<file path="config.mk">
export PLATFORM = sky130hd
export DESIGN_NAME = wb_reg_file
export DESIGN_NICKNAME = d
export VERILOG_FILES = /design/src/rtl/wb_reg_file.sv
export SDC_FILE = /design/constraint.sdc
export NUM_CORES = 1
export LEC_CHECK = 0
export CORE_MARGIN = 8
export CORE_UTILIZATION = 50
export DETAILED_ROUTE_END_ITERATION = 16
export GPL_TIMING_DRIVEN = 1
export HOLD_SLACK_MARGIN = 0.15
export PLACE_DENSITY = 0.72
export REMOVE_ABC_BUFFERS = 1
export SETUP_SLACK_MARGIN = 0.15
export SLEW_MARGIN = 20
export SYNTH_ARGS = -nofsm -noshare
export SYNTH_HDL_FRONTEND = slang
export SYNTH_SLANG_ARGS = --single-unit
</file>
<file path="constraint.sdc">
create_clock -name clk -period 2.8 [get_ports clk]
set_input_delay 0.56 -clock clk [delete_from_list [all_inputs] [get_ports clk]]
set_output_delay 0.56 -clock clk [all_outputs]
set_load 0.005 [all_outputs]
</file>
<file path="src/rtl/wb_reg_file.sv">
// Write-back stage and 16 x 16-bit register file with a retired-instruction counter.
// Optional macro WB_BYPASS_EN: same-cycle write-through from the write-back value to the read ports.
module wb_reg_file #(
  parameter int NREG = 16,
  parameter int DW   = 16
) (
  input  logic                    clk,
  input  logic                    rst,
  input  logic                    halt,
  input  logic [15:0]             write_back_ctrl_sgnl,
  input  logic [DW-1:0]           alu_result_bottom_half,
  input  logic [DW-1:0]           alu_result_top_half,
  input  logic [DW-1:0]           memory_data_in,
  input  logic [15:0]             inst_buff_in,
  input  logic [$clog2(NREG)-1:0] rd_addr_a,
  input  logic [$clog2(NREG)-1:0] rd_addr_b,
  output logic [DW-1:0]           rd_data_a,
  output logic [DW-1:0]           rd_data_b,
  output logic [DW-1:0]           wb_data,
  output logic [$clog2(NREG)-1:0] wb_dest,
  output logic                    wb_en,
  output logic [15:0]             retired_count
);

  localparam int AW = $clog2(NREG);

  logic          reg_write;
  logic          mem_to_reg;
  logic          write_upper;
  logic          upper_en;
  logic          retire;
  logic          unused_ctrl;
  logic [DW-1:0] regs [NREG];
  logic [15:0]   cnt_q;

  assign reg_write   = write_back_ctrl_sgnl[0];
  assign mem_to_reg  = write_back_ctrl_sgnl[1];
  assign write_upper = write_back_ctrl_sgnl[2];
  assign unused_ctrl = ^write_back_ctrl_sgnl[15:3];

  assign wb_data  = mem_to_reg ? memory_data_in : alu_result_bottom_half;
  assign wb_dest  = inst_buff_in[8 +: AW];
  assign wb_en    = reg_write & ~halt;
  assign upper_en = write_upper & ~halt;
  // An all-zero instruction word is a pipeline bubble and does not retire.
  assign retire   = ~halt & (inst_buff_in != 16'h0000);

  // The upper-half write to R0 is issued last so it wins over a reg_write to R0.
  always_ff @(posedge clk or negedge rst) begin
    if (!rst) begin
      for (int i = 0; i < NREG; i++) begin
        regs[i] <= '0;
      end
    end else begin
      if (wb_en) begin
        regs[wb_dest] <= wb_data;
      end
      if (upper_en) begin
        regs[0] <= alu_result_top_half;
      end
    end
  end

  always_ff @(posedge clk or negedge rst) begin
    if (!rst) begin
      cnt_q <= 16'h0000;
    end else if (retire) begin
      cnt_q <= cnt_q + 16'd1;
    end
  end

  assign retired_count = cnt_q;

  always_comb begin
    rd_data_a = regs[rd_addr_a];
    rd_data_b = regs[rd_addr_b];
`ifdef WB_BYPASS_EN
    if (wb_en && (rd_addr_a == wb_dest)) rd_data_a = wb_data;
    if (wb_en && (rd_addr_b == wb_dest)) rd_data_b = wb_data;
    if (upper_en && (rd_addr_a == '0))   rd_data_a = alu_result_top_half;
    if (upper_en && (rd_addr_b == '0))   rd_data_b = alu_result_top_half;
`else
    // Stored contents only; decode stalls one cycle on read-after-write.
`endif
  end

endmodule

</file>
# After elaboration in Yosys (flattened, before gate mapping)

Cells that the tools add are included.

Bits in registers: 272
Input port bits: 91
Output and inout port bits: 69
Word-level logic and storage cells: 44

Add/sub/neg operators: 1
Order comparisons: 4
Mux-type cells: 12
Bitwise logic cells: 7
Reductions and logical operators: 3

Operators by type and width:

| cell                                                                  | count |
|---|---|
| 256-bit bitwise mux                                                   | 1 |
| 256-bit two-way mux                                                   | 1 |
| 16-bit binary-select mux with 4-bit select                            | 2 |
| 16-bit two-way mux                                                    | 7 |
| 16-bit demux with 4-bit select                                        | 1 |
| 16-bit by 1-bit adder with 16-bit output (second input constant)      | 1 |
| 16-bit nonzero test                                                   | 1 |
| 5-bit >= comparator (second input constant)                           | 3 |
| 4-bit inverter with 5-bit output                                      | 3 |
| 5-bit by 1-bit < comparator with 1-bit output (second input constant) | 1 |
| 1-bit bitwise AND                                                     | 3 |
| 2-bit nonzero test                                                    | 1 |
| 1-bit logical AND                                                     | 1 |
| 1-bit inverter                                                        | 1 |

# Depth between registers and ports, before layout

Depth in word-level cells: 8
Gate-level depth with buffers: 7
Mapped depth without buffers: 4

# Worst setup path after synthesis

Ideal clock, no wire load.

Path kind: input -> output
From: in rd_addr_a[0]
To: out rd_data_a[10]
Data arrival time: 1.853 ns
Required time: 2.240 ns
Setup slack: 0.387 ns
Stages: 5
Buffers on the path: 2
Path through: buf_2 buf_2 mux4_2 a22oi_1 nand2_1

Word-level cells in the longest chain between the ends: 4

Ends and longest elaborated chain:

| item                                                   | RTL line | text |
|---|---|---|
| start, declared                                        | 15       | `input logic [$clog2(NREG)-1:0] rd_addr_a,` |
| 4-bit inverter with 5-bit output (implied by the code) | 75       | `rd_data_a = regs[rd_addr_a];` |
| 16-bit binary-select mux with 4-bit select             | 75       |  |
| 16-bit two-way mux (implied by the code) (2 in series) | 75       |  |
| end, declared                                          | 17       | `output logic [DW-1:0] rd_data_a,` |

No other way between the ends. The select of a mux whose other input is x is not followed.

# Worst setup path after layout

From: in rd_addr_b[0]
To: out rd_data_b[0]

Word-level cells in the longest chain between the ends: 4

Ends and longest elaborated chain:

| item                                                   | RTL line | text |
|---|---|---|
| start, declared                                        | 16       | `input logic [$clog2(NREG)-1:0] rd_addr_b,` |
| 4-bit inverter with 5-bit output (implied by the code) | 76       | `rd_data_b = regs[rd_addr_b];` |
| 16-bit binary-select mux with 4-bit select             | 76       |  |
| 16-bit two-way mux (implied by the code) (2 in series) | 76       |  |
| end, declared                                          | 18       | `output logic [DW-1:0] rd_data_b,` |

No other way between the ends. The select of a mux whose other input is x is not followed.

==> metrics.yaml <==
clock_network:
  cts_made_buffers: 30
  cts_buffer_depth: 3
  clk_pin_slew_ns: 0.06
  cts_root_buffer: "clkbuf_16"
  clkSinkCount: 272
  cts_tree: "yes"
  htreeDepth: 1
  clock_latency_ns: 0.56
floorplan:
  die_h_um: 184
  die_w_um: 184
  die_area_um2: 33800
  core_area_um2: 27800
  start_util_pct: 50.8
  io_pins: 160
  rows: 61
routing:
  routed_wl_um: 43100
  via_count: 11300
  wl_per_cell_um: 23.6
  first_iter_violations: 1090
  drt_pass1_iterations: 5
  ant_nets: 0
  drc: 0
  viasPerCell: 6.21
cells_and_area:
  seqCellArea_um2: 6810
  area_growth_pct: 28.8
  fin_util_pct: 65.4
  fillers: 2051
  drive_above_1_share_pct: 23.5
  final_nets: 1516
  multi_input_area_um2: 6860
timing:
  hold_slack_ns: 0.471
  drv_slew: 0
  post-route-min-period_ns: 2.62
  relSlewSlack_pct: 64.6
  fin_crit_sh_pct: 93.5
  hold_violations: 0
  fin_skew_ns: 0.00354
  setup_viol: 0
  worst_slew_pin_slew_ns: 0.532
  max_clock_freq_mhz: 382
  fin_ws_ns: 0.182
  rsz0062_at_grt: "true"
place:
  io_buffers: 146
  dp_slack_ns: -0.141
  place_congestion: 0.797
  dpl.hpwl_um: 25200
synthesis:
  avgSynthCellArea_um2: 11.2
  ys.flop_type: "dfrtp_1"
  synthesis.area_um2: 14100
  post-synth-top-count-cell: "dfrtp_1"
  ys.warnings.count: 0
  synth_edf_count: 0
  ys_ff_latch: 272
  yosysSeqAreaShare_pct: 48.3
  yosysTopAreaCell: "dfrtp_1"
  yosysUniqueCellTypes: 32
  synth_area_leaders: "dfrtp_1 48%, mux4_2 20%, o21ai_0 5.7%"
  synthCells: 1261
  synthArstFlopShare_pct: 100
  synth_common_cells: "272 x dfrtp_1, 200 x nand2_1, 160 x o21ai_0"
  yosysTopAreaCellShare_pct: 48.3
worst_setup_path:
  crit_chain: "buf_16 > clkbuf_16 > buf_4 > mux4_2 > a22oi_2 > nand2_1 > dlygate4sd2_1"
  endpoint_kind: "primary output"
  crit_slowest_cell: "mux4_2"
  cp-start-kind: "input pin"
  required_ns: 2.24
  crit_arrival_ns: 2.06
  cp_max_fo: 7
  path_class: "in2out"
  slowest_delay_ns: 0.50
global_route:
  grt_pass1_vias: 11900
  antenna_found_initial: 1
  grt_pass1_wl_um: 66700
  grtUsageTotal_pct: 25.5
  grt_max_degree: 65
  grt_overflow: 0
hold_path:
  hold_path.class: "reg2reg"
power_and_ir_drop:
  ir_drop_v: 0.000427
  powerDensity_nw_per_um2: 691
  p_total_w: 0.0126
  p_leak_nw: 7.94
flow_run:
  cap_violations: 0
run_status:
  status: "complete, no violations"
## critical path, delay by kind of cell
kind            cells  cell delay (ns)
compound gates      1             0.19
buf+inv             4             0.72
mux                 1             0.50
simple gates        1             0.08
## report_power, final
group	total [W]	switching [W]	leakage, nW	internal [W]
clock network	0.00413	0.00164	0.525	0.00249
registers	0.00543	0.000673	3.42	0.00476
logic	0.00299	0.00131	3.99	0.00169
## area by class of cell
type	count	share of cell area (%)
Timing Repair Buffer	252	16.0
Clock inverter	11	0.613
Sequential cell	272	37.5
Multi-Input combinational cell	852	37.8
Clock buffer	45	5.17
Tap cell	378	2.60
Inverter	16	0.331
Antenna cell	1	0.0138
## sequential cells by signal, summed over array words and instances, names as in the netlist
| register | count |
|---|---|
| retired_count | 16 |
| regs | 256 |
## routing by layer
metal | vias to the layer above | GRT usage, % | wire length, um
met3 | 115 | 7.17 | 4500
met5 | - | 0 | 0
met2 | 639 | 40.9 | 20800
li1 | 4904 | - | -
met1 | 5683 | 32.3 | 16300
met4 | 0 | 10.3 | 1520
## path summary, 6_finish.rpt
check,start,endpoint,slack (ns),cells after the start
hold / removal,retired_count[15],retired_count[15],0.47,1
max in group asynchronous,rst,regs[182],1.48,3
setup reg to reg,retired_count[2],retired_count[14],1.44,4
min in group asynchronous,rst,regs[40],0.55,2
hold reg to reg,retired_count[15],retired_count[15],0.47,1
setup / recovery,rd_addr_b[0],rd_data_b[0],0.18,7
## placed cells by master (no fill, tap or decap), types with 5 or more instances in the layout
cell / instances
dlygate4sd2_1: 30
clkinv_2: 7
clkbuf_16: 33
buf_12: 31
inv_1: 16
a21oi_1: 96
o21ai_0: 160
nand2_1: 198
dfrtp_1: 272
a22oi_2: 33
nand3_1: 6
nand4_1: 7
clkdlybuf4s15_1: 5
mux2i_1: 31
and3_1: 6
mux4_2: 128
buf_16: 12
buf_4: 57
clkbuf_8: 11
nand3b_1: 6
xnor2_1: 12
nor2_1: 99
a22oi_1: 31
clkdlybuf4s50_1: 104
## per-stage QoR
step	instance area, um2	instances	TNS, ns
after floorplan	13500	1140	0
after global placement	16300	1736	-2.41
after detailed placement	16300	1736	-2.43
after CTS	18000	1811	0
after global routing	18200	1827	0
final	18200	1827	0
## cell families (layout without fill, tap and decap cells)
logic type      count (synthesis)  in the layout  share of synthesized area (%)
compound gates                322            322                           12.6
mux                           160            160                           22.7
buf+inv                       137            324                           4.61
other cells                     0              1                              0
xor+xnor                       15             15                          0.932
fa+ha+maj                       1              1                         0.0887
simple gates                  354            354                           10.8
flops                         272            272                           48.3
## repair_timing
action                     4_1_cts  5_1_grt
hold endpoints to repair        59        0
setup endpoints to repair       48       10
buffers inserted                11       13
pin swaps                       17        5
hold buffers                     1        0
gates resized for setup        111        8
cloned                           7        2
(Power assumes the default switching activity.)
